## src/rtl/irq_source_pkg.sv

```systemverilog
// Shared types and constants for the irq_source timer/interrupt block.
// Register offsets, CTRL/STATUS bit positions and the FSM state encoding.
package irq_source_pkg;

    typedef enum logic [1:0] {
        ST_IDLE  = 2'd0,
        ST_COUNT = 2'd1,
        ST_FIRE  = 2'd2,
        ST_HOLD  = 2'd3
    } state_e;

    localparam logic [2:0] OFF_CTRL   = 3'd0;
    localparam logic [2:0] OFF_PERIOD = 3'd1;
    localparam logic [2:0] OFF_COUNT  = 3'd2;
    localparam logic [2:0] OFF_STATUS = 3'd3;
    localparam logic [2:0] OFF_FIRES  = 3'd4;

    localparam int CTRL_EN    = 0;
    localparam int CTRL_MODE  = 1;
    localparam int STAT_IRQ   = 0;
    localparam int STAT_MODE  = 1;
    localparam int STAT_STATE = 2;

    function automatic logic [31:0] merge_be(
        input logic [31:0] old_v,
        input logic [31:0] new_v,
        input logic [3:0]  be
    );
        logic [31:0] r;
        r = old_v;
        for (int i = 0; i < 4; i++) begin
            if (be[i]) r[8*i +: 8] = new_v[8*i +: 8];
        end
        return r;
    endfunction

endpackage

```

## src/rtl/irq_source_if.sv

```systemverilog
// Register bus between the bridge address decoder and irq_source.
// The bridge is master; the peripheral is slave and returns rdata.
interface irq_source_if;
    logic        sel;
    logic [2:0]  addr;
    logic        we;
    logic [3:0]  byteen;
    logic [31:0] wdata;
    logic [31:0] rdata;

    modport master (
        output sel, addr, we, byteen, wdata,
        input  rdata
    );

    modport slave (
        input  sel, addr, we, byteen, wdata,
        output rdata
    );
endinterface

```

## src/rtl/irq_source_regs.sv

```systemverilog
// CTRL/PERIOD storage with byte-lane merge, plus the combinational read mux.
// EN can be cleared by the FSM when a one-shot run completes.
module irq_source_regs
    import irq_source_pkg::*;
#(
    parameter logic [31:0] PERIOD_RST = 32'd100
) (
    input  logic        clk,
    input  logic        reset,
    input  logic        sel_i,
    input  logic        we_i,
    input  logic [2:0]  addr_i,
    input  logic [3:0]  byteen_i,
    input  logic [31:0] wdata_i,
    input  logic        en_clr_i,
    input  state_e      state_i,
    input  logic        irq_i,
    input  logic [31:0] cnt_i,
    input  logic [31:0] fires_i,
    output logic        mode_o,
    output logic [31:0] period_o,
    output logic [31:0] rdata_o
);

    logic [1:0]  ctrl_q, ctrl_d;
    logic [31:0] period_q, period_d;
    logic [31:0] status;
    logic        wr;

    assign wr = sel_i & we_i;

    always_comb begin
        ctrl_d   = ctrl_q;
        period_d = period_q;
        if (wr && addr_i == OFF_CTRL && byteen_i[0]) begin
            ctrl_d = wdata_i[1:0];
        end
        if (wr && addr_i == OFF_PERIOD) begin
            period_d = merge_be(period_q, wdata_i, byteen_i);
        end
        // hardware clear wins over a racing CTRL write
        if (en_clr_i) ctrl_d[CTRL_EN] = 1'b0;
    end

    always_ff @(posedge clk or negedge reset) begin
        if (!reset) begin
            ctrl_q   <= 2'b00;
            period_q <= PERIOD_RST;
        end else begin
            ctrl_q   <= ctrl_d;
            period_q <= period_d;
        end
    end

    always_comb begin
        status                   = '0;
        status[STAT_IRQ]         = irq_i;
        status[STAT_MODE]        = ctrl_q[CTRL_MODE];
        status[STAT_STATE +: 2]  = state_i;
    end

    always_comb begin
        rdata_o = '0;
        case (addr_i)
            OFF_CTRL:   rdata_o = {30'b0, ctrl_q};
            OFF_PERIOD: rdata_o = period_q;
            OFF_COUNT:  rdata_o = cnt_i;
            OFF_STATUS: rdata_o = status;
            OFF_FIRES:  rdata_o = fires_i;
            default:    rdata_o = '0;
        endcase
    end

    assign mode_o   = ctrl_q[CTRL_MODE];
    assign period_o = period_q;

endmodule

```

## src/rtl/irq_source.sv

```systemverilog
// Programmable one-shot/periodic interrupt source with ACK and hold-off.
// Define IRQ_SOURCE_FIRES_EN to build the FIRES event counter at offset 4.
module irq_source
    import irq_source_pkg::*;
#(
    parameter logic [31:0] PERIOD_RST = 32'd100,
    parameter int          HOLDOFF    = 4
) (
    input  logic         clk,
    input  logic         reset,
    irq_source_if.slave  bus,
    output logic         irq
);

    localparam logic [3:0] HOLD_LD = 4'(HOLDOFF);

    state_e      state_q, state_d;
    logic [31:0] cnt_q, cnt_d;
    logic [3:0]  hold_q, hold_d;
    logic        irq_q, irq_d;
    logic        en_clr;
    logic        mode;
    logic [31:0] period, reload, fires;
    logic        wr, ctrl_wr, en_on, en_off, ack;

    assign wr      = bus.sel & bus.we;
    assign ctrl_wr = wr & (bus.addr == OFF_CTRL) & bus.byteen[0];
    assign en_on   = ctrl_wr & bus.wdata[CTRL_EN];
    assign en_off  = ctrl_wr & ~bus.wdata[CTRL_EN];
    assign ack     = wr & (bus.addr == OFF_STATUS) & (|bus.byteen);
    assign reload  = (period == 32'd0) ? 32'd1 : period;

    always_comb begin
        state_d = state_q;
        cnt_d   = cnt_q;
        hold_d  = hold_q;
        irq_d   = irq_q;
        en_clr  = 1'b0;
        if (en_off) begin
            state_d = ST_IDLE;
            cnt_d   = '0;
            hold_d  = '0;
            irq_d   = 1'b0;
        end else begin
            unique case (state_q)
                ST_IDLE: begin
                    if (en_on) begin
                        state_d = ST_COUNT;
                        cnt_d   = reload;
                    end
                end
                ST_COUNT: begin
                    if (cnt_q <= 32'd1) begin
                        state_d = ST_FIRE;
                        cnt_d   = '0;
                        irq_d   = 1'b1;
                    end else begin
                        cnt_d = cnt_q - 32'd1;
                    end
                end
                ST_FIRE: begin
                    if (ack) begin
                        state_d = ST_HOLD;
                        irq_d   = 1'b0;
                        hold_d  = HOLD_LD;
                    end
                end
                ST_HOLD: begin
                    if (hold_q <= 4'd1) begin
                        hold_d = '0;
                        if (mode) begin
                            state_d = ST_COUNT;
                            cnt_d   = reload;
                        end else begin
                            state_d = ST_IDLE;
                            en_clr  = 1'b1;
                        end
                    end else begin
                        hold_d = hold_q - 4'd1;
                    end
                end
            endcase
        end
    end

    always_ff @(posedge clk or negedge reset) begin
        if (!reset) begin
            state_q <= ST_IDLE;
            cnt_q   <= '0;
            hold_q  <= '0;
            irq_q   <= 1'b0;
        end else begin
            state_q <= state_d;
            cnt_q   <= cnt_d;
            hold_q  <= hold_d;
            irq_q   <= irq_d;
        end
    end

`ifdef IRQ_SOURCE_FIRES_EN
    logic [31:0] fires_q, fires_d;
    logic        fires_clr;

    assign fires_clr = wr & (bus.addr == OFF_FIRES);

    always_comb begin
        fires_d = fires_q;
        if (fires_clr) begin
            fires_d = '0;
        end else if (state_q == ST_COUNT && state_d == ST_FIRE) begin
            fires_d = fires_q + 32'd1;
        end
    end

    always_ff @(posedge clk or negedge reset) begin
        if (!reset) fires_q <= '0;
        else        fires_q <= fires_d;
    end

    assign fires = fires_q;
`else
    assign fires = '0;
`endif

    irq_source_regs #(
        .PERIOD_RST (PERIOD_RST)
    ) u_regs (
        .clk      (clk),
        .reset    (reset),
        .sel_i    (bus.sel),
        .we_i     (bus.we),
        .addr_i   (bus.addr),
        .byteen_i (bus.byteen),
        .wdata_i  (bus.wdata),
        .en_clr_i (en_clr),
        .state_i  (state_q),
        .irq_i    (irq_q),
        .cnt_i    (cnt_q),
        .fires_i  (fires),
        .mode_o   (mode),
        .period_o (period),
        .rdata_o  (bus.rdata)
    );

    assign irq = irq_q;

endmodule

```

## src/flat_wrapper.sv

```systemverilog
// flat-port wrapper written by rule: the top's interface ports become plain ports
module irq_source_flat import irq_source_pkg::*;
#(
    parameter logic [31:0] PERIOD_RST = 32'd100,
    parameter int          HOLDOFF    = 4
)
  (clk, reset, irq, bus_sel, bus_addr, bus_we, bus_byteen, bus_wdata, bus_rdata);
  irq_source_if bus_i ();
  input  logic clk;
  input  logic reset;
  output logic irq;
  input wire logic [$bits(bus_i.sel)-1:0] bus_sel;
  input wire logic [$bits(bus_i.addr)-1:0] bus_addr;
  input wire logic [$bits(bus_i.we)-1:0] bus_we;
  input wire logic [$bits(bus_i.byteen)-1:0] bus_byteen;
  input wire logic [$bits(bus_i.wdata)-1:0] bus_wdata;
  output wire logic [$bits(bus_i.rdata)-1:0] bus_rdata;
  assign bus_i.sel = bus_sel;
  assign bus_i.addr = bus_addr;
  assign bus_i.we = bus_we;
  assign bus_i.byteen = bus_byteen;
  assign bus_i.wdata = bus_wdata;
  assign bus_rdata = bus_i.rdata;
  irq_source #(.PERIOD_RST(PERIOD_RST), .HOLDOFF(HOLDOFF)) u_core (.clk(clk), .reset(reset), .bus(bus_i), .irq(irq));
endmodule
```

## config.mk

```make
export PLATFORM = sky130hd
export DESIGN_NAME = irq_source_flat
export DESIGN_NICKNAME = d
export VERILOG_FILES = /design/src/rtl/irq_source_pkg.sv /design/src/rtl/irq_source_if.sv /design/src/rtl/irq_source_regs.sv /design/src/rtl/irq_source.sv /design/src/flat_wrapper.sv
export SDC_FILE = /design/constraint.sdc
export NUM_CORES = 1
export LEC_CHECK = 0
export BUFFER_PORTS_ARGS = -buffer_cell sky130_fd_sc_hd__buf_2
export CAP_MARGIN = 10
export CORE_MARGIN = 1.5
export CORE_UTILIZATION = 53
export CTS_CLUSTER_DIAMETER = 100
export CTS_CLUSTER_SIZE = 8
export DETAILED_ROUTE_END_ITERATION = 7
export PLACE_DENSITY = 0.73
export REMOVE_ABC_BUFFERS = 1
export SLEW_MARGIN = 25
export SYNTH_ARGS = -nofsm -noshare
export SYNTH_HDL_FRONTEND = slang
export SYNTH_HIERARCHICAL = 1
export SYNTH_SLANG_ARGS = --single-unit
export TNS_END_PERCENT = 100
```

## constraint.sdc

```tcl
create_clock -name clk -period 6.4 [get_ports clk]
set_input_delay 0 -clock clk [delete_from_list [all_inputs] [get_ports clk]]
set_output_delay 0 -clock clk [all_outputs]
set_load 0.05 [all_outputs]
```

=== After elaboration in Yosys (flattened, before gate mapping) ===
Cells that the tools add are included.

* Register bits after elaboration: 73
* Bits of input ports: 43
* Output and inout bits: 33

* Add/subtract/negate cells: 2
* $lt $le $gt $ge: 2
* Equal/unequal tests: 11
* Mux-type cells: 29
* Bitwise gates (word level): 8
* Reduce and logical (&&, ||, !) cells: 19

{| class="wikitable"
|+ Operators by type and width
! cell !! count
|-
| 2-to-1 mux 32 bit || 6
|-
| case mux 32 bit (4 select lines) || 1
|-
| case mux 32 bit (3 select lines) || 1
|-
| <= comparator 32 x 1 -> 1 bit (second input constant) || 1
|-
| logical NOT 32 bit || 1
|-
| subtractor 32 x 1 -> 32 bit (second input constant) || 1
|-
| 2-to-1 mux 4 bit || 3
|-
| != test 3 x 1 -> 1 bit (second input constant) || 4
|-
| 2-to-1 mux 1 bit || 10
|-
| 2-to-1 mux 2 bit || 5
|-
| AND reduction 2 bit || 5
|-
| case mux 2 bit (4 select lines) || 1
|-
| case mux 4 bit (2 select lines) || 1
|-
| AND reduction 4 bit || 2
|-
| AND 1 bit || 7
|-
| equality test 3 x 2 -> 1 bit (second input constant) || 2
|-
| nonzero test 3 bit || 2
|-
| equality test 2 bit (second input constant) || 2
|-
| <= comparator 4 x 1 -> 1 bit (second input constant) || 1
|-
| nonzero test 4 bit || 1
|-
| OR reduction 4 bit || 1
|-
| subtractor 4 x 1 -> 4 bit (second input constant) || 1
|-
| equality test 3 x 1 -> 1 bit (second input constant) || 1
|-
| logical AND 1 bit || 3
|-
| 8 further kinds || 8
|}

=== Longest topological paths before layout ===
Gate-level depths: netlist of the first run.

* Depth in word-level cells: 7
* Mapped depth: 9
* Gate-level depth less buffers: 8

=== By module ===
Netlist of the first run, hierarchy kept.

{| class="wikitable"
|+ By module, submodules not included
! module !! times used !! cells an instance !! area an instance (sq um) !! sequential area each (sq um)
|-
| irq_source || 1 || 319 || 2712.6 || 975.9
|-
| irq_source_regs || 1 || 201 || 2172.1 || 854.6
|}

=== Worst setup path after synthesis of the first run ===
No wires, ideal clock.

* Path kind: register to register
* Start: register u_core.cnt_q[18]
* End: register u_core.state_q[0]
* Arrival: 2.410 ns
* Data required time: 6.254 ns
* Path slack: 3.844 ns
* Cell stages (with the launch flop): 8
* Buffers on the path: 1
* Period minus slack after synthesis: 2.556 ns
* Path through: dfrtp_1 -> or4_4 -> or3_1 -> buf_6 -> o41ai_4 -> o2111ai_2 -> a2111oi_2 -> a2111oi_1

* Longest elaborated chain between the ends: 3

{| class="wikitable"
|+ Ends and longest elaborated chain
! what !! RTL line !! text
|-
| start: declaration || irq_source.sv:18 || <nowiki>logic [31:0] cnt_q, cnt_d;</nowiki>
|-
| start signal: assignment || irq_source.sv:94 || <nowiki>cnt_q <= cnt_d;</nowiki>
|-
| <= comparator 32 x 1 -> 1 bit || irq_source.sv:53 || <nowiki>if (cnt_q <= 32'd1) begin</nowiki>
|-
| != test 3 x 1 -> 1 bit (no line) || - ||
|-
| AND reduction 4 bit (no line) || - ||
|-
| end signal: assignment || irq_source.sv:93 || <nowiki>state_q <= state_d;</nowiki>
|-
| end: declaration || irq_source.sv:17 || <nowiki>state_e state_q, state_d;</nowiki>
|}

No other way between the ends.
A chain may end at the register's enable or synchronous reset.

=== Worst setup path after layout of the first run ===
* Start: register u_core.cnt_q[8]
* End: register u_core.cnt_q[22]

* Longest elaborated chain between the ends: 4
* Elaborated cells on any way between the ends: 5
* Those cells by class: add/sub (1); order compare (1); mux (3)

{| class="wikitable"
|+ Ends and longest elaborated chain
! what !! RTL line !! text
|-
| subtractor 32 x 1 -> 32 bit or <= comparator 32 x 1 -> 1 bit (tied branches) || irq_source.sv:58, irq_source.sv:53 ||
|-
| 2-to-1 mux 32 bit * || irq_source.sv:53 ||
|-
| case mux 32 bit (3 select lines) * || irq_source.sv:45 || <nowiki>unique case (state_q)</nowiki>
|-
| 2-to-1 mux 32 bit * || irq_source.sv:39 || <nowiki>if (en_off) begin</nowiki>
|}

Every way passes the cells marked *; elsewhere a longest branch is shown, timed or not.

==> metrics.txt, run 1 <==
outcome finished with violations; commonest non-fill, non-tap cells in the layout 75 x buf_2, 70 x dfrtp_1, 48 x nand2_1, 48 x o21ai_0, 45 x a22oi_1; per-cell routed wire length 17.6 µm; Crit Path Max Fanout 20; most common cell after layout, fill and taps aside buf_2; FILL cells 735; CP Capture Type register; skew final 6.33 ps; crit-path leading delay family simple AND/OR/NAND/NOR gates; global-route wire length before repair 22.1 mm; Die ar. 0.00980 mm²; initial antenna violation count 0; FF-to-FF End u_core/cnt_q[22]$_DFFE_PN0P_; Post-synth ARST share 100%; Worst path max stage delay 690 ps; Setup TNS 0 ps; R2R Setup Slk 3020 ps; WP data required 6640 ps; Crit path buffers/inverters 0; multi-input logic area 0.00294 mm²; Synth Warn # 6; Via density 6.04; gp weighted congestion 0.887; I/O Pins 76; PortBufs 75; setup bufs post-CTS 0; worst skew pair latency 350 ps; RSZ-0062 raised after global routing no; maximum capacitance violations 0; Worst-Margin Slew 1010 ps; DR vias 4,563; Die X 99 µm; Pins Over Slew Limit 0; post-synthesis sequential area ratio 37.5%; reg2reg path depth 6; Yosys reg bits 73; Critical Path AT 3630 ps; chip height 99 µm; Root Buffer clkbuf_8; Levels on crit path 6; CTS tree done; core region area 0.00881 mm²; DPL Wire Length 9.03 mm; cts hold-fix bufs 33; Routed Antenna Nets 0; minimum clock period 3380 ps; Iter 0 DRT Violations 357; violated checks design-rule violations; fin nets 694; highest-delay cell along the critical path o41ai_4; vias in the first global route 4,430; ANT cells 0; final WL 13.3 mm; worst reg2reg startpoint u_core/cnt_q[8]$_DFFE_PN0P_; CP Capture Point u_core/cnt_q[22]$_DFFE_PN0P_; clk slew on worst S/H paths 80 ps; Leak 2.53 nW; # H-tree levels 3; Period Utilization, post-route 52.9%; final setup fails 0; area grow syn2layout 21.1%; worst vdd ir 0.293 mV; Rows 34; Gate Count Post-Synth 520; GR Util All Layers 28.1%; pwr dens 387 mW/mm²; Syn Std Cell Area 0.00488 mm²; register area 0.00183 mm²; critical path class reg2reg; post-CTS sizing 0; Initial Util 55.5%; CTS max path bufs 2; layout cell share with drive strength beyond 1 22.9%; fmax 296 MHz; Worst setup SP type register; Pre-antenna DRT Iters 8; Critical Path Start u_core/cnt_q[8]$_DFFE_PN0P_; EDFF count, synth 0; Placement Cell Area 0.00538 mm²; count of different cell masters after synthesis 63; Clock Sinks 73; Inserted Clock Buffers 9; Fin. Hold Viols 0; largest net degree at the start of global routing 74; CP cell instances nor3_1 -> nand4_1 -> o41ai_4 -> or2_1 -> o21bai_1 -> a211o_1; Post-route DRC 5; Main synth FF type dfrtp_1; total grt overflow 0; syn_area_per_cell 9.39 µm²; fin area 0.00591 mm²; Worst Hold Class in2reg; Slew headroom 32.3%
kinds of logic (layout without fill, tap and decap cells):
logic type,count (synthesis),after routing,share of synthesized area (%)
compound gates,174,174,24.2
simple gates,169,169,18.5
flops,73,73,37.5
buf+inv,48,144,4.87
mux,39,39,11.3
fa+ha+maj,9,9,2.31
xor+xnor,7,7,1.26
other cells,1,32,0.0768
synth_stat cells (3+ instances only):
cell type	n	area, µm²
nand4_1	4	25.0
clkbuf_1	15	56.3
o311ai_0	3	26.3
a22oi_1	45	338
inv_1	15	56.3
o31ai_1	7	52.6
nand2_1	48	180
or2_2	3	18.8
a32oi_1	3	26.3
dfrtp_1	70	1750
xnor2_1	7	61.3
nor2_1	21	78.8
mux2_4	32	480
ha_1	9	113
o21ai_0	48	240
o41ai_1	3	26.3
mux2_2	3	33.8
and3_1	3	18.8
nand2b_1	6	37.5
and3_4	4	45.0
nand3_1	14	70.1
o22ai_1	7	43.8
nor2b_1	3	18.8
nor3_1	21	105
dfstp_2	3	78.8
nor4_1	14	87.6
mux2i_1	4	40.0
buf_2	10	50.1
a221o_1	8	80.1
nor3b_1	3	22.5
or3_1	9	56.3
a21oi_1	23	115
buf_6	5	56.3
o21ai_1	8	40.0
nand3b_1	4	30.0
worst min-delay path, stage by stage:
cell     delay (ps)
buf_2           110
and3_1          200
mux2i_1          90
worst min-delay path by stage:
stage	from	endpoint	slack, ps	depth (start not counted)
floorplan	reset	u_core/cnt_q[0]$_DFFE_PN0P_	-300	0
global placement	bus_wdata[5]	u_core/u_regs/period_o[5]$_DFFE_PN1P_	230	2
detailed placement	bus_wdata[6]	u_core/u_regs/period_o[6]$_DFFE_PN1P_	230	2
CTS	bus_byteen[0]	u_core/u_regs/ctrl_q[0]$_DFFE_PN0P_	70	3
global route	bus_byteen[0]	u_core/u_regs/ctrl_q[0]$_DFFE_PN0P_	90	3
finish	bus_byteen[0]	u_core/u_regs/ctrl_q[0]$_DFFE_PN0P_	80	3
final cells by class:
class                           instances  area share (%)
Multi-Input combinational cell        430            49.7
Sequential cell                        73            31.0
Timing Repair Buffer                  112            12.6
Clock buffer                           10            2.33
Tap cell                              108            2.29
Clock inverter                          6            1.12
Inverter                               16            1.02
registers in the layout (all words and copies together), names as in the netlist:
signal                  cells
u_core/hold_q               4
u_core/u_regs/period_o     32
u_core/state_q              2
u_core/irq                  1
u_core/u_regs/ctrl_q        2
u_core/cnt_q               32
metrics by stage:
stage               util, %  hold WS (ps)  std cells  power [mW]  setup slack, ps
detailed placement     61.0           234        706        1.88             3080
finish                 67.1          84.9        755        2.29             3020
CTS                    67.1          68.4        755        2.28             3070
global route           67.1          92.1        755        2.44             2730
global placement       60.9           230        705        1.84             3170
floorplan                 -          -296        519        1.58             3690
layer usage:
metal / vias up / GRT usage (%) / routed length (µm)
met5: - / 0 / 0
met4: 0 / 8.13 / 187
met3: 17 / 4.40 / 747
met2: 161 / 48.2 / 6510
met1: 2194 / 36.8 / 5850
li1: 2191 / - / -
report_power, final:
| part | internal (mW) | leakage (nW) | total (mW) | switching (mW) |
|---|---|---|---|---|
| sequential | 0.626 | 0.912 | 0.843 | 0.217 |
| combinational | 0.427 | 1.53 | 1.07 | 0.643 |
| clock | 0.191 | 0.0949 | 0.374 | 0.183 |
| total | 1.24 | 2.53 | 2.29 | 1.04 |
No activity file was read; power rests on OpenSTA's default activity.
==> inputs of run 2 (changes only) <==
--- a/config.mk
+++ b/config.mk
@@ -5,6 +5,7 @@
 export SDC_FILE = /design/constraint.sdc
 export NUM_CORES = 1
 export LEC_CHECK = 0
+export ABC_AREA = 1
 export BUFFER_PORTS_ARGS = -buffer_cell sky130_fd_sc_hd__buf_2
 export CAP_MARGIN = 10
 export CORE_MARGIN = 1.5
@@ -12,7 +13,7 @@
 export CTS_CLUSTER_DIAMETER = 100
 export CTS_CLUSTER_SIZE = 8
 export DETAILED_ROUTE_END_ITERATION = 7
-export PLACE_DENSITY = 0.73
+export PLACE_DENSITY = 0.75
 export REMOVE_ABC_BUFFERS = 1
 export SLEW_MARGIN = 25
 export SYNTH_ARGS = -nofsm -noshare
==> constraint.sdc (replaced) <==
create_clock -name clk -period 2.8 [get_ports clk]
set_input_delay 0 -clock clk [delete_from_list [all_inputs] [get_ports clk]]
set_output_delay 0 -clock clk [all_outputs]
set_load 0.05 [all_outputs]
==> run 2 against run 1 <==
  * The flow now finishes without violations
  * Fmax rose by 62%
  * Wire length rose by 24%
  * Combinational power rose to 3.1 times the previous value
  * Clock skew rose by 7.8 ps
  * Critical path type unchanged
  * Largest cell class unchanged
  * Die area rose by 15%
  * Clock-buffer cell count did not move
  * Highest routed layer unchanged
  * Critical path depth rose by 2
  * Synthesized cell count rose by 68%
  * Setup slack got worse by 2300 ps
  * Power rose to 2.7 times the previous value
  * Final cell count rose by 53%
==> metrics.txt, run 2 <==
Period Utilization, post-route 74.6% (+22 points); PortBufs 75 (unchanged); Leak 3.68 nW (+45%); Power Total 6.13 mW (+170%); Crit Path Max Fanout 14 (-30%); Rows 37 (+8.8%); RSZ-0062 raised after global routing no; largest net degree at the start of global routing 74 (unchanged); per-cell routed wire length 14.3 µm (-19%); global-route wire length before repair 27.4 mm (+24%); post-synthesis mux area share 0% (-11 points); fin nets 1,065 (+53%); Flop pwr share 29.5% (-7.4 points); area grow syn2layout 21.7%; CTS max path bufs 2 (unchanged); worst vdd ir 0.617 mV (+110%); Pre-antenna DRT Iters 5 (-3); # H-tree levels 3 (unchanged); Root Buffer clkbuf_8; Die ar. 0.0113 mm² (+15%); Inserted Clock Buffers 9 (unchanged); initial antenna violation count 0 (unchanged); worst skew pair latency 370 ps (+20 ps); Gate Count Post-Synth 871 (+68%); Synth top area share 31.0% (-4.9 points); clk slew on worst S/H paths 90 ps (about the same); CP Capture Point u_core/cnt_q[2]$_DFFE_PN0P_; Critical Path Start u_core/u_regs/period_o[28]$_DFFE_PN0P_; top-count cell post-synth nand2_1; Post-route DRC 0 (-5); Clock Sinks 73 (unchanged); Logic pwr share 53.3% (+6.5 points); P_int 3.01 mW (+140%); Slew headroom 48.5% (+16 points); I/O Pins 76 (unchanged); Post-Synth Simple-Gate Area 51.7% (+33 points); Critical Path AT 2350 ps (-1280 ps); syn_area_per_cell 6.49 µm² (-31%); Synth Warn # 6 (unchanged); CP Capture Type register; Clock power frac 17.1% (+0.7 points); critical path class reg2reg; Worst-Margin Slew 771 ps (-241 ps); CTS tree done; Initial Util 54.8% (-0.71 points); count of different cell masters after synthesis 35 (-44%); gp weighted congestion 0.911 (+2.6%); Routed Antenna Nets 0 (unchanged); Pins Over Slew Limit 0 (unchanged); synth cell count leaders 377 x nand2_1, 102 x nor2_1, 101 x nand3_1, 70 x dfrtp_1, 51 x inv_1; Via density 5.21 (-14%); Syn Std Cell Area 0.00565 mm² (+16%); sw power 3.12 mW (+200%); Fin. Hold Viols 0 (unchanged); post-CTS sizing 0 (unchanged); maximum capacitance violations 0 (unchanged); Post-synth ARST share 100% (unchanged); fmax 479 MHz (+62%); final WL 16.5 mm (+24%); Synth area leader dfrtp_1; outcome finished clean; Hold Path Depth 3 (unchanged); Setup TNS 0 ps (unchanged); DR vias 6,010 (+32%); Yosys reg bits 73 (unchanged); reg2reg path depth 8 (+2); most common cell after layout, fill and taps aside nand2_1; pwr dens 890 mW/mm² (+130%); R2R Setup Slk 710 ps (-2300 ps); chip height 106 µm (+7.3%); FF-to-FF End u_core/cnt_q[2]$_DFFE_PN0P_; ANT cells 0 (unchanged); xor/xnor share of the synthesized area 2.32% (+1.1 points); WP data required 3070 ps (-3570 ps); Iter 0 DRT Violations 441 (+24%); core region area 0.0103 mm² (+17%); register area 0.00183 mm² (unchanged); Die X 106 µm (+7.3%); skew final 14.2 ps (+7.84 ps); EDFF count, synth 0 (unchanged); total grt overflow 0 (unchanged); Main synth FF type dfrtp_1; Synth area leaders dfrtp_1 31%, nand2_1 25%, nand3_1 8.9%; Sw Share 50.9% (+5.4 points); layout cell share with drive strength beyond 1 14.2% (-8.6 points); vias in the first global route 5,641 (+27%); GR Util All Layers 30.7% (+2.6 points); multi-input logic area 0.00347 mm² (+18%); FILL cells 925 (+26%); post-synthesis sequential area ratio 32.4% (-5.1 points); synthesized-area fraction occupied by adder cells 1.99% (-0.31 points); largest family of logic cells by synthesized area simple AND/OR/NAND/NOR gates; post-synthesis compound-gate area fraction 3.36% (-21 points); commonest non-fill, non-tap cells in the layout 377 x nand2_1, 102 x nor2_1, 101 x nand3_1; Worst Hold Class in2reg; Worst setup SP type register; minimum clock period 2090 ps (-1300 ps); worst reg2reg startpoint u_core/u_regs/period_o[28]$_DFFE_PN0P_; final setup fails 0 (unchanged); DPL Wire Length 11.0 mm (+22%)
[run 2: final cells by class]
cell class	instances	share of cell area, %
Tap cell	136	2.47
Clock inverter	6	1.67
Sequential cell	73	26.6
Timing Repair Buffer	132	13.8
Multi-Input combinational cell	740	50.5
Inverter	57	3.11
Clock buffer	10	1.86
[run 2: repair_timing]
| action | CTS | global route |
|---|---|---|
| hold buffers | 55 | 0 |
| hold endpoints to repair | 104 | 0 |
| setup buffers | 0 | 0 |
[run 2: critical path, cell delays in order (launching register included)]
cell     delay, ps
dfrtp_1        470
nor2_1         130
nand2_1         60
nor2_1         230
nand4_1        600
nand3_1        230
o21ai_0        130
nand2_1         90
nand2_1         50
[run 2: cell families (layout without fill, tap and decap cells)]
| group | count (synthesis) | in the layout |
|---|---|---|
| other cells | 1 | 32 |
| xor+xnor | 15 | 15 |
| simple gates | 649 | 649 |
| flops | 73 | 73 |
| buf+inv | 89 | 205 |
| fa+ha+maj | 9 | 9 |
| compound gates | 35 | 35 |
[run 2: layer usage]
metal  wire, µm  up-vias  GRT usage, %
li1           -     3007             -
met1       7190     2776          41.7
met2       7940      199          51.1
met3       1080       28          3.25
met4        312        0          9.94
met5          0        -             0
[run 2: power groups by stage]
stage	clock network, mW	registers (mW)	logic [mW]
after global placement	0	1.81	3.12
after CTS	1.05	1.80	3.23
after global routing	1.09	1.85	3.65
after detailed placement	0	1.81	3.17
final	1.05	1.81	3.27
after floorplan	0	1.69	2.49
[run 2: worst min path at each step]
stage / startpoint / endpoint / slack (ps)
global route: bus_byteen[1] / u_core/u_regs/period_o[10]$_DFFE_PN0P_ / 40
finish: bus_byteen[1] / u_core/u_regs/period_o[10]$_DFFE_PN0P_ / 10
CTS: bus_byteen[1] / u_core/u_regs/period_o[12]$_DFFE_PN0P_ / 6
detailed placement: reset / u_core/u_regs/ctrl_q[0]$_DFFE_PN0P_ / 200
global placement: reset / u_core/u_regs/ctrl_q[1]$_DFFE_PN0P_ / 210
floorplan: reset / u_core/cnt_q[0]$_DFFE_PN0P_ / -300
[run 2: through the flow]
| step | utilization (%) | cells | cell area [µm²] | hold WS, ps | setup WS (ps) |
|---|---|---|---|---|---|
| after CTS | 66.6 | 1154 | 6880 | 6.20 | 736 |
| after global placement | 58.9 | 1083 | 6080 | 207 | 827 |
| final | 66.6 | 1154 | 6880 | 12.5 | 712 |
| after global routing | 66.6 | 1154 | 6880 | 39.9 | 532 |
| after detailed placement | 58.9 | 1083 | 6080 | 203 | 765 |
| after floorplan | - | 870 | 5520 | -296 | 561 |
==> inputs of run 3 (changes only) <==
--- a/config.mk
+++ b/config.mk
@@ -13,7 +13,7 @@
 export CTS_CLUSTER_DIAMETER = 100
 export CTS_CLUSTER_SIZE = 8
 export DETAILED_ROUTE_END_ITERATION = 7
-export PLACE_DENSITY = 0.75
+export PLACE_DENSITY = 0.72
 export REMOVE_ABC_BUFFERS = 1
 export SLEW_MARGIN = 25
 export SYNTH_ARGS = -nofsm -noshare
==> constraint.sdc (replaced) <==
create_clock -name clk -period 2.1 [get_ports clk]
set_input_delay 0 -clock clk [delete_from_list [all_inputs] [get_ports clk]]
set_output_delay 0 -clock clk [all_outputs]
set_load 0.05 [all_outputs]
==> run 3 against run 2 <==
  * Global-route usage down 0.15 points
  * Worst hold slack better by 13 ps
  * Sequential share of layout area down 0.13 points
  * Combinational power up 43%
  * Fmax up 9.2%
  * Final cell count up 0.78%
  * Critical endpoint is now u_core/cnt_q[21]$_DFFE_PN0P_
  * Largest cell class unchanged
  * Highest routed layer unchanged
==> metrics.txt, run 3 (same netlist as run 2, synthesis figures left out) <==
commonest non-fill, non-tap cells in the layout 377 x nand2_1, 102 x nor2_1, 101 x nand3_1; Root Buffer clkbuf_8; DPL Wire Length 11.4 mm (+3.9%); crit-path leading delay family simple AND/OR/NAND/NOR gates; Pins Over Slew Limit 0 (unchanged); chip height 106 µm (unchanged); Fin. Hold Viols 0 (unchanged); final setup fails 0 (unchanged); per-cell routed wire length 14.1 µm (-1.6%); I/O Pins 76 (unchanged); R2R Setup Slk 190 ps (-520 ps); fin area 0.00691 mm² (+0.49%); Die ar. 0.0113 mm² (unchanged); CTS max path bufs 2 (unchanged); GR Util All Layers 30.5% (-0.15 points); Worst setup SP type register; Logic pwr share 57.6% (+4.3 points); Pre-antenna DRT Iters 5 (unchanged); outcome finished clean; FF-to-FF End u_core/cnt_q[21]$_DFFE_PN0P_; critical path class reg2reg; Sw Share 52.3% (+1.3 points); Crit path buffers/inverters 2 (+2); Clock Sinks 73 (unchanged); CTS tree done; skew final 12.3 ps (-1.89 ps); sw power 4.24 mW (+36%); most common cell after layout, fill and taps aside nand2_1; Flop pwr share 28.8% (-0.7 points); Rows 37 (unchanged); worst skew pair latency 360 ps (about the same); Die X 106 µm (unchanged); # H-tree levels 3 (unchanged); Initial Util 54.8% (unchanged); Inserted Clock Buffers 9 (unchanged); Clock power frac 13.6% (-3.5 points); Post-route DRC 0 (unchanged); ANT cells 0 (unchanged); min-delay src bus_byteen[1]; minimum clock period 1910 ps (-176 ps); fin nets 1,074 (+0.85%); largest net degree at the start of global routing 50 (-32%); Iter 0 DRT Violations 325 (-26%); pwr dens 1170 mW/mm² (+32%); initial antenna violation count 0 (unchanged); FILL cells 964 (+4.2%); fmax 523 MHz (+9.2%); worst vdd ir 0.700 mV (+14%); reg2reg path depth 10 (+2); Worst Hold Class in2reg; PortBufs 75 (unchanged); vias in the first global route 5,668 (+0.48%); P_int 3.87 mW (+29%); Critical Path AT 2210 ps (-140 ps); Hold Path Depth 3 (unchanged); Via density 5.24 (+0.56%); Power Total 8.11 mW (+32%); worst reg2reg startpoint u_core/hold_q[0]$_DFFE_PN0P_; Routed Antenna Nets 0 (unchanged); multi-input logic area 0.00348 mm² (about the same); register area 0.00183 mm² (unchanged); layout cell share with drive strength beyond 1 15.8% (+1.5 points); maximum capacitance violations 0 (unchanged); global-route wire length before repair 27.3 mm (-0.13%); CP Capture Type register; final WL 16.4 mm (-0.83%); Leak 3.73 nW (+1.4%); Worst path max stage delay 390 ps (-210 ps); Period Utilization, post-route 91.1% (+16 points); Worst-Margin Slew 660 ps (-112 ps); Placement Cell Area 0.00623 mm² (+2.5%); clk slew on worst S/H paths 90 ps (about the same); setup bufs post-CTS 0 (unchanged); DR vias 6,091 (+1.3%); Crit Path Max Fanout 22 (+8); CP cell instances inv_1 -> ha_1 -> o21ai_0 -> nand3_1 -> nand2_1 -> inv_1 -> nand2_4 -> nor2_8 -> nand3_1 -> nand2_1; area grow syn2layout 22.3%; total grt overflow 0 (unchanged); gp weighted congestion 0.971 (+6.7%); WP data required 2400 ps (-670 ps); core region area 0.0103 mm² (unchanged); Slew headroom 56.0% (+7.5 points); Hold Path Sink u_core/u_regs/period_o[14]$_DFFE_PN0P_; highest-delay cell along the critical path dfrtp_1; RSZ-0062 raised after global routing no
## run 3: worst register-to-register path: stages (launching register included)
cell and delay [ps]:
dfrtp_1 390, inv_1 110, ha_1 190, o21ai_0 110
nand3_1 120, nand2_1 90, inv_1 100, nand2_4 190
nor2_8 360, nand3_1 110, nand2_1 80
## run 3: how the worst max path moves through the flow
stage,from,to,slack (ps),cells after the start
after floorplan,u_core/state_q[1]$_DFFE_PN0P_,u_core/cnt_q[20]$_DFFE_PN0P_,-140,10
after global placement,u_core/cnt_q[0]$_DFFE_PN0P_,u_core/state_q[1]$_DFFE_PN0P_,250,13
after detailed placement,u_core/cnt_q[0]$_DFFE_PN0P_,u_core/state_q[0]$_DFFE_PN0P_,170,13
after CTS,u_core/cnt_q[0]$_DFFE_PN0P_,u_core/state_q[1]$_DFFE_PN0P_,150,13
after global routing,u_core/cnt_q[0]$_DFFE_PN0P_,u_core/state_q[1]$_DFFE_PN0P_,10,13
final,u_core/hold_q[0]$_DFFE_PN0P_,u_core/cnt_q[21]$_DFFE_PN0P_,190,10
## run 3: routing by layer
layer / vias to the layer above / track usage [%] / wire length (µm)
met1: 2808 / 41.8 / 7380
li1: 3034 / - / -
met4: 0 / 9.65 / 329
met5: - / 0 / 0
met2: 216 / 50.4 / 7640
met3: 33 / 3.37 / 1020
## run 3: power by group through the flow
stage	Combinational [mW]	Sequential, mW	Clock [mW]
after floorplan	3.32	2.26	0
after global placement	4.48	2.34	0
after detailed placement	4.55	2.35	0
after CTS	4.62	2.32	1.12
after global routing	5.22	2.40	1.18
final	4.67	2.33	1.11
## run 3: repair_timing
action,4_1_cts,5_1_grt
gates resized for setup,0,1
hold buffers,49,0
endpoints found under the hold margin,79,0
endpoints found under the setup margin,0,2
## run 3: final cells by class
cell class / count / share of cell area (%)
well taps: 136 / 2.46
flip-flops and latches: 73 / 26.5
inverters: 57 / 3.10
clock inverters: 6 / 0.724
clock buffers: 10 / 1.99
repair buffers: 141 / 15.0
multi-input cells: 740 / 50.3
## run 3: through the flow
step	hold WS (ps)	util [%]	worst slack [ps]	cells	TNS, ps
finish	25.3	67.0	188	1163	0
global route	34.7	67.0	13.3	1163	0
CTS	11.4	66.9	145	1163	0
detailed placement	72.5	60.4	169	1098	0
global placement	70.3	60.4	247	1098	0
floorplan	-296	-	-139	870	-2520
